**src/rtl/sig_sync_ctrl.sv**
```systemverilog
// rtl/sig_sync_ctrl.sv - resync sequencing, preamble hunt and lock supervision for sig_sync
module sig_sync_ctrl #(
  parameter int               PULSE_LEN    = 4,
  parameter int               SETTLE_LEN   = 32,
  parameter int               PRE_W        = 16,
  parameter logic [PRE_W-1:0] PREAMBLE     = 16'hA5F0,
  parameter int               HUNT_TIMEOUT = 4096,
  parameter int               MAX_RETRY    = 3,
  parameter int               MAX_RUN      = 1024,
  parameter int               CNT_W        = 16
) (
  input  logic       AXI_clk,
  input  logic       AXI_rst,
  input  logic       start,
  input  logic       abort,
  input  logic       auto_en,
  input  logic       sig_out,
  output logic       resyncn,
  output logic       busy,
  output logic       locked,
  output logic       fail,
  output logic       lost,
  output logic [3:0] retry_cnt
);

  localparam int VAL_W = $clog2(PRE_W + 1);

  // The phase timer counts cycles already spent, so a phase ends when it shows LEN-1.
  localparam logic [CNT_W-1:0] PULSE_END  = CNT_W'(PULSE_LEN - 1);
  localparam logic [CNT_W-1:0] SETTLE_END = CNT_W'(SETTLE_LEN - 1);
  localparam logic [CNT_W-1:0] HUNT_END   = CNT_W'(HUNT_TIMEOUT - 1);
  localparam logic [CNT_W-1:0] RUN_MAX    = CNT_W'(MAX_RUN);
  localparam logic [VAL_W-1:0] VAL_FULL   = VAL_W'(PRE_W);
  localparam logic [3:0]       RETRY_LIM  = 4'(MAX_RETRY);

  typedef enum logic [2:0] {
    ST_IDLE, ST_PULSE, ST_SETTLE, ST_HUNT, ST_LOCKED, ST_FAIL
  } state_t;

  state_t           state_q, state_d;
  logic [CNT_W-1:0] timer_q;
  logic [CNT_W-1:0] run_q, run_d;
  logic [PRE_W-1:0] shift_q, shift_d;
  logic [VAL_W-1:0] valid_q, valid_d;
  logic             prev_q;
  logic [3:0]       retry_q, retry_d;
  logic             lost_q, lost_d;
  logic             match, run_hit;
  logic             resyncn_d, busy_d, locked_d, fail_d;

  assign retry_cnt = retry_q;
  assign lost      = lost_q;

  // Hunt window and activity run length as they will be after this cycle's sample.
  always_comb begin
    shift_d = {shift_q[PRE_W-2:0], sig_out};
    valid_d = (valid_q == VAL_FULL) ? valid_q : valid_q + 1'b1;
    match   = (valid_d == VAL_FULL) && (shift_d == PREAMBLE);
    if (sig_out != prev_q)
      run_d = CNT_W'(1);
    else
      run_d = (run_q == RUN_MAX) ? run_q : run_q + 1'b1;
    run_hit = (run_d == RUN_MAX);
  end

  // State, timers, datapath and registered outputs.
  always_ff @(posedge AXI_clk or posedge AXI_rst) begin
    if (AXI_rst) begin
      state_q <= ST_IDLE;
      timer_q <= '0;
      run_q   <= '0;
      shift_q <= '0;
      valid_q <= '0;
      prev_q  <= 1'b0;
      retry_q <= '0;
      lost_q  <= 1'b0;
      resyncn <= 1'b1;
      busy    <= 1'b0;
      locked  <= 1'b0;
      fail    <= 1'b0;
    end else begin
      state_q <= state_d;
      retry_q <= retry_d;
      lost_q  <= lost_d;
      resyncn <= resyncn_d;
      busy    <= busy_d;
      locked  <= locked_d;
      fail    <= fail_d;

      if (state_d != state_q)
        timer_q <= '0;
      else if (state_q == ST_PULSE || state_q == ST_SETTLE || state_q == ST_HUNT)
        timer_q <= timer_q + 1'b1;

      if (state_q == ST_SETTLE) begin
        shift_q <= '0;
        valid_q <= '0;
      end else if (state_q == ST_HUNT) begin
        shift_q <= shift_d;
        valid_q <= valid_d;
      end

      // The sample that completed the preamble seeds the run, so LOCKED starts at run=1.
      if (state_d == ST_LOCKED && state_q != ST_LOCKED) begin
        prev_q <= sig_out;
        run_q  <= CNT_W'(1);
      end else if (state_q == ST_LOCKED) begin
        prev_q <= sig_out;
        run_q  <= run_d;
      end
    end
  end

  // Next state: abort beats start, start beats timers, match beats timeout.
  always_comb begin
    state_d = state_q;
    retry_d = retry_q;
    lost_d  = 1'b0;
    if (abort) begin
      state_d = ST_IDLE;
    end else if (start && (state_q inside {ST_IDLE, ST_HUNT, ST_LOCKED, ST_FAIL})) begin
      state_d = ST_PULSE;
      retry_d = '0;
    end else begin
      case (state_q)
        ST_PULSE:  if (timer_q == PULSE_END)  state_d = ST_SETTLE;
        ST_SETTLE: if (timer_q == SETTLE_END) state_d = ST_HUNT;
        ST_HUNT: begin
          if (match) begin
            state_d = ST_LOCKED;
          end else if (timer_q == HUNT_END) begin
            if (retry_q == RETRY_LIM) begin
              state_d = ST_FAIL;
            end else begin
              state_d = ST_PULSE;
              retry_d = retry_q + 4'd1;
            end
          end
        end
        ST_LOCKED: begin
          // lost is shown for one LOCKED cycle before the exit it announces.
          if (lost_q) begin
            if (auto_en) begin
              state_d = ST_PULSE;
              retry_d = '0;
            end else begin
              state_d = ST_IDLE;
            end
          end else if (run_hit) begin
            lost_d = 1'b1;
          end
        end
        default: ;
      endcase
    end
  end

  // Output values for the state being entered, registered with the state.
  always_comb begin
    resyncn_d = (state_d != ST_PULSE);
    busy_d    = (state_d == ST_PULSE) || (state_d == ST_SETTLE) || (state_d == ST_HUNT);
    locked_d  = (state_d == ST_LOCKED);
    fail_d    = (state_d == ST_FAIL);
  end

endmodule

```
**config.mk**
```make
export PLATFORM = sky130hd
export DESIGN_NAME = sig_sync_ctrl
export DESIGN_NICKNAME = d
export VERILOG_FILES = /design/src/rtl/sig_sync_ctrl.sv
export SDC_FILE = /design/constraint.sdc
export NUM_CORES = 1
export LEC_CHECK = 0
export ABC_AREA = 1
export CAP_MARGIN = 20
export CELL_PAD_IN_SITES_DETAIL_PLACEMENT = 0
export CELL_PAD_IN_SITES_GLOBAL_PLACEMENT = 1
export CORE_AREA = 2 2 101 142
export CTS_BUF_LIST = sky130_fd_sc_hd__clkbuf_8
export DETAILED_ROUTE_END_ITERATION = 10
export DIE_AREA = 0 0 103 144
export PLACE_DENSITY = 0.53
export SYNTH_ARGS = -nofsm -noshare
export SYNTH_HDL_FRONTEND = slang
export SYNTH_SLANG_ARGS = --single-unit
export TNS_END_PERCENT = 30
```
**constraint.sdc**
```tcl
create_clock -name AXI_clk -period 2.62 [get_ports AXI_clk]
set_input_delay 0.262 -clock AXI_clk [delete_from_list [all_inputs] [get_ports AXI_clk]]
set_output_delay 0.262 -clock AXI_clk [all_outputs]
set_load 0.01 [all_outputs]
```
* Yosys cells after proc, flatten, opt, wreduce, memory -nomap -nowiden
Cells that the tools add are included.
** Storage, ports and cells
- Register bits after elaboration :: 65
- Input bits :: 6
- Output and inout bits :: 9
- Logic and storage cells :: 94
** Cells by class
- Add/subtract/negate cells :: 4
- Eq/ne operators :: 28
- Muxes and demuxes :: 35
- Bitwise logic cells :: 1
- Reduce and logical (&&, ||, !) cells :: 14
** Operators with widths (count)
- $mux W16 :: 6
- $add A16 B1 Y16 const B :: 2
- $eq A16 B11 Y1 const B :: 2
- $mux W15 :: 2
- $mux W3 :: 8
- $mux W4 :: 6
- $eq A16 B12 Y1 const B :: 1
- $eq A16 B16 Y1 const B :: 1
- $eq A16 B2 Y1 const B :: 1
- $eq A16 B5 Y1 const B :: 1
- $mux W5 :: 3
- $eq A3 B2 Y1 const B :: 4
- $eq A3 B3 Y1 const B :: 4
- $pmux W3 S4 :: 1
- $eq A5 B5 Y1 const B :: 2
- $ne A3 B2 Y1 const B :: 3
- $mux W1 :: 8
- $pmux W4 S2 :: 1
- $reduce_and A7 Y1 :: 1
- $eq A3 B1 Y1 const B :: 2
- $ne A3 B1 Y1 const B :: 2
- $ne A3 B3 Y1 const B :: 2
- $reduce_bool A2 Y1 :: 3
- $add A5 B1 Y5 const B :: 1
- 10 further kinds :: 15

* Logic depth before layout (Yosys ltp)
- Word-level depth :: 11
- Mapped depth :: 17

* Least setup slack after synthesis
No wires, ideal clock.
- Kind :: register to register
- Start :: reg valid_q[0]
- End :: reg run_q[2]
- Library setup time :: 137 ps
- Data arrival time :: 1897 ps
- Data required time :: 2483 ps
- Slack :: 586 ps
- Cell stages (with the launch flop) :: 13
- Cell sequence :: dfrtp_1 -> inv_1 -> ha_1 -> nor2_1 -> nand2_1 -> nand3b_1 -> o21ai_2 -> nand2_2 -> a21oi_4 -> nand3_4 -> buf_6 -> nand3_2 -> o21ai_1
** On the way
- Word-level cells in the longest chain between the ends :: 11
** RTL lines
- from (decl) :: RTL line 44 : logic [VAL_W-1:0] valid_q, valid_d;
- from (signal assigned) :: RTL line 100 : valid_q <= valid_d;
- $add A5 B1 Y5 / $eq A5 B5 Y1 (equally long branches) :: RTL line 57 : valid_d = (valid_q == VAL_FULL) ? valid_q : valid_q + 1'b1;
- $mux W5 * :: RTL line 57
- $eq A5 B5 Y1 * :: RTL line 58 : match = (valid_d == VAL_FULL) && (shift_d == PREAMBLE);
- $logic_and A1 B1 Y1 * :: RTL line 58
- $mux W3 * :: RTL line 129 : if (match) begin
- $pmux W3 S4 * :: RTL line 125 : case (state_q)
- $mux W3 * :: RTL line 121 : end else if (start && (state_q inside {ST_IDLE, ST_HUNT, ST_LOCKED, ST_FAIL})) begin
- $mux W3 * :: RTL line 119 : if (abort) begin
- named net state_d[2] :: RTL line 40 : state_t state_q, state_d;
- $eq A3 B3 Y1 * :: RTL line 104 : if (state_d == ST_LOCKED && state_q != ST_LOCKED) begin
- $logic_and A1 B1 Y1 * :: RTL line 104
- $mux W16 / $reduce_bool A2 Y1 (equally long branches)
- to (signal assigned) :: RTL line 109 : run_q <= run_d;
- to (decl) :: RTL line 42 : logic [CNT_W-1:0] run_q, run_d;
Mark *: on every way through the listed nets, which the timed path passes. The rest lies on a longest branch.
A chain may end at the register's enable or synchronous reset.

* Worst setup path after layout
- Start :: reg valid_q[0]
- End :: reg run_q[7]
** On the way
- Word-level cells in the longest chain between the ends :: 11
** RTL lines (RTL line)
- $add A5 B1 Y5 / $eq A5 B5 Y1 (equally long branches) :: 57
- $mux W5 * :: 57
- $eq A5 B5 Y1 * :: 58
- $logic_and A1 B1 Y1 * :: 58
- $mux W3 * :: 129
- $pmux W3 S4 * :: 125
- $mux W3 * :: 121
- $mux W3 * :: 119
- $eq A3 B3 Y1 * :: 104
- $logic_and A1 B1 Y1 * :: 104
- $mux W16 / $reduce_bool A2 Y1 (equally long branches)
Mark *: on every way between the ends. The rest lies on a longest branch, timed or not.

==> metrics.md <==
| Metric | Value |
|---|---|
| Outcome | finished, final reports clean |
| Number of synthesized register bits | 65 |
| Worst Skew | 0.00714 ns |
| CTS max path bufs | 2 |
| H-tree depth | 3 |
| Slew @ Worst Pin | 0.657 ns |
| Final Non-Filler Cells | 722 |
| Nets | 544 |
| Synthesized Nets | 521 |
| Maximum clock rate | 439 MHz |
| TritonCTS Buffers | 9 |
| Share of layout cells above drive strength 1 | 15.6% |
| Vias | 3,388 |
| Hold buffer count at CTS | 0 |
| Sinks on Clock Net | 65 |
| GRT Util Overall | 14.9% |
| # IOs | 15 |
| DRC viols | 0 |
| Kind of critical path | reg -> reg |
| GP Congestion | 0.781 |
| Area Overhead vs Synth | 14.9% |
| Max cap viols | 0 |
| Avg Inst Size Synth | 7.88 um^2 |
| # setup viols final | 0 |
| Setup tns final | 0 ns |
| Register area share after synthesis | 40.6% |
| Ys flop type | dfrtp_1 |
| Pwr per Cell Area | 842 nW/um^2 |
| Max-slew violation count | 0 |
| Placed insts | 705 |
| Place WS | 0.145 ns |
| Cell area after synthesis | 4010 um^2 |
| Yosys warns | 0 |
| Height of the chip | 144 um |
| Worst setup margin | 0.344 ns |
| Commonest non-fill, non-tap cell in the layout | nand2_1 |
| Crit start category | register |
| P_leak | 1.96 nW |
| Core box area | 13,700 um^2 |
| Minimum clock period | 2.28 ns |
| Most frequent cells in the layout | nand2_1 (93), inv_1 (71), dfrtp_1 (63) |
| Post-Syn Instances | 509 |
| Final ANT Viol Nets | 0 |
| Cell area after layout | 4610 um^2 |
| Hold Violations, Final | 0 |
| Period utilization | 86.9% |
| Crit path required time | 2.83 ns |
| Clock root buffer | clkbuf_8 |
| Distinct cell type count after synthesis | 40 |
| Vias in the first global route | 3,367 |
| Initial Util | 29.4% |
| Die area | 14,800 um^2 |
| First-pass GRT wire length | 17,000 um |
| CTS tree | done |
| Final WL | 10,300 um |
| WL/cell | 14.2 um |
| Hold WC Path Type | in -> async |
| FILL cells | 1,510 |
| Worst IR Drop VDD | 0.000259 V |
| Rel. slew slack | 56.1% |
| Fin Hold WS | 0.307 ns |
| Post-synth ARST share | 100% |
| Drt pass-1 iters | 4 |
| ANT cells | 0 |
| Buffers on Ports | 14 |
| Clk slew on worst S/H paths | 0.08 ns |
| Crit Path Max Fanout | 19 |
| WP data arrival | 2.49 ns |
| RSZ-0062 raised after global routing | no |
| DP Area | 4390 um^2 |
| Largest net degree at the start of global routing | 66 |
| Hpwl dp | 7510 um |
| Routed vias/inst | 4.69 |
| GRT overflow | 0 |
| DRT iter0 DRCs | 123 |
| Worst-Skew Late Latency | 0.34 ns |
| Row count | 51 |
| Chip width | 103 um |
| Initial antenna violation count | 0 |
| Number of synthesized flops with an enable pin | 0 |
| CP Capture Type | register |
## worst paths after layout
path | start | to | slack (ns) | depth (start not counted)
setup / recovery | valid_q[0] | run_q[7] | 0.34 | 15
hold / removal | AXI_rst | shift_q[1] | 0.31 | 3
setup reg to reg | valid_q[0] | run_q[7] | 0.34 | 15
hold reg to reg | shift_q[8] | shift_q[9] | 0.55 | 2
max in group asynchronous | AXI_rst | resyncn | 2.00 | 3
min in group AXI_clk | shift_q[8] | shift_q[9] | 0.55 | 2
## final cells by class
| class | count | area, um^2 | share of cell area [%] |
|---|---|---|---|
| Inverter | 77 | 292 | 6.33 |
| Clock inverter | 7 | 71.3 | 1.55 |
| Tap cell | 185 | 231 | 5.02 |
| Multi-Input combinational cell | 355 | 2020 | 43.8 |
| Clock buffer | 9 | 124 | 2.69 |
| Sequential cell | 65 | 1630 | 35.4 |
| Timing Repair Buffer | 24 | 240 | 5.21 |
## critical path, cell delays in order (launching register included)
cell and delay (ns):
dfrtp_2 0.45, inv_1 0.12, ha_1 0.16, nand2_1 0.05, inv_1 0.08, nand2_1 0.08
nand2_1 0.11, nand2_1 0.06, nor2_1 0.09, nand3_1 0.11, nand2_1 0.10, nand3_2 0.10
nand2_4 0.11, nand3_4 0.27, nand3_1 0.16, o21ai_0 0.10
## metrics by stage
step	util (%)	power [mW]
2_1_floorplan	-	2.55
3_3_place_gp	32.2	2.99
3_5_place_dp	32.2	2.99
4_1_cts	33.6	3.89
5_1_grt	33.7	4.20
6_report	33.7	3.88
## power breakdown
part / total (mW) / internal [mW] / switching [mW]
clock: 0.861 / 0.437 / 0.424
sequential: 1.27 / 1.13 / 0.136
combinational: 1.75 / 0.572 / 1.18
total: 3.88 / 2.14 / 1.74
## sequential cells by signal, summed over array words and instances (netlist names)
signal	flops
retry_cnt	4
fail	1
shift_q	15
valid_q	5
prev_q	1
state_q	3
busy	1
run_q	16
lost	1
resyncn	1
timer_q	16
locked	1
## layer usage
layer | share of wire, % | global-route usage [%] | vias up
met5 | 0 | 0 | -
met4 | 0.93 | 4.36 | 0
met3 | 1.3 | 2.46 | 5
met2 | 55 | 27.8 | 27
met1 | 43 | 17.2 | 1631
li1 | - | - | 1725
## logic make-up after synthesis
| group | Yosys count | share of synthesized area, % |
|---|---|---|
| adder cells (fa/ha/maj) | 6 | 1.87 |
| XOR/XNOR | 17 | 3.71 |
| flip-flops | 65 | 40.6 |
| AND/OR/NAND/NOR | 274 | 35.9 |
| multiplexers | 1 | 0.250 |
| buffers and inverters | 89 | 9.02 |
| AO/OA/AOI/OAI | 57 | 8.68 |
## cell usage after synthesis, types with 2 or more instances
cell | number | share of area [%]
buf_6 | 3 | 0.84
nand2_1 | 93 | 8.7
nor2_1 | 49 | 4.6
o22ai_1 | 19 | 3.0
nand3_4 | 3 | 1.3
dfrtp_1 | 64 | 40
nor2_2 | 5 | 0.78
nand2_2 | 7 | 1.1
nor2_4 | 2 | 0.56
clkbuf_1 | 6 | 0.56
nand3_1 | 51 | 6.4
nor3_1 | 12 | 1.5
inv_1 | 72 | 6.7
xnor2_1 | 3 | 0.66
ha_1 | 6 | 1.9
inv_2 | 4 | 0.37
nand3_2 | 12 | 3.0
nand3b_1 | 2 | 0.37
xor2_1 | 14 | 3.1
o21ai_0 | 21 | 2.6
nand4_1 | 21 | 3.3
a21oi_1 | 5 | 0.62
nand2_4 | 3 | 0.84
nor3_2 | 11 | 2.7
o21ai_1 | 5 | 0.62
buf_2 | 2 | 0.25
## what timing repair did
action                     4_1_cts  5_1_grt
gates resized for setup          0        1
setup buffers                    0        1
setup endpoints to repair        0       14
hold endpoints to repair         0        0
Power figures use the tool's default switching activity.
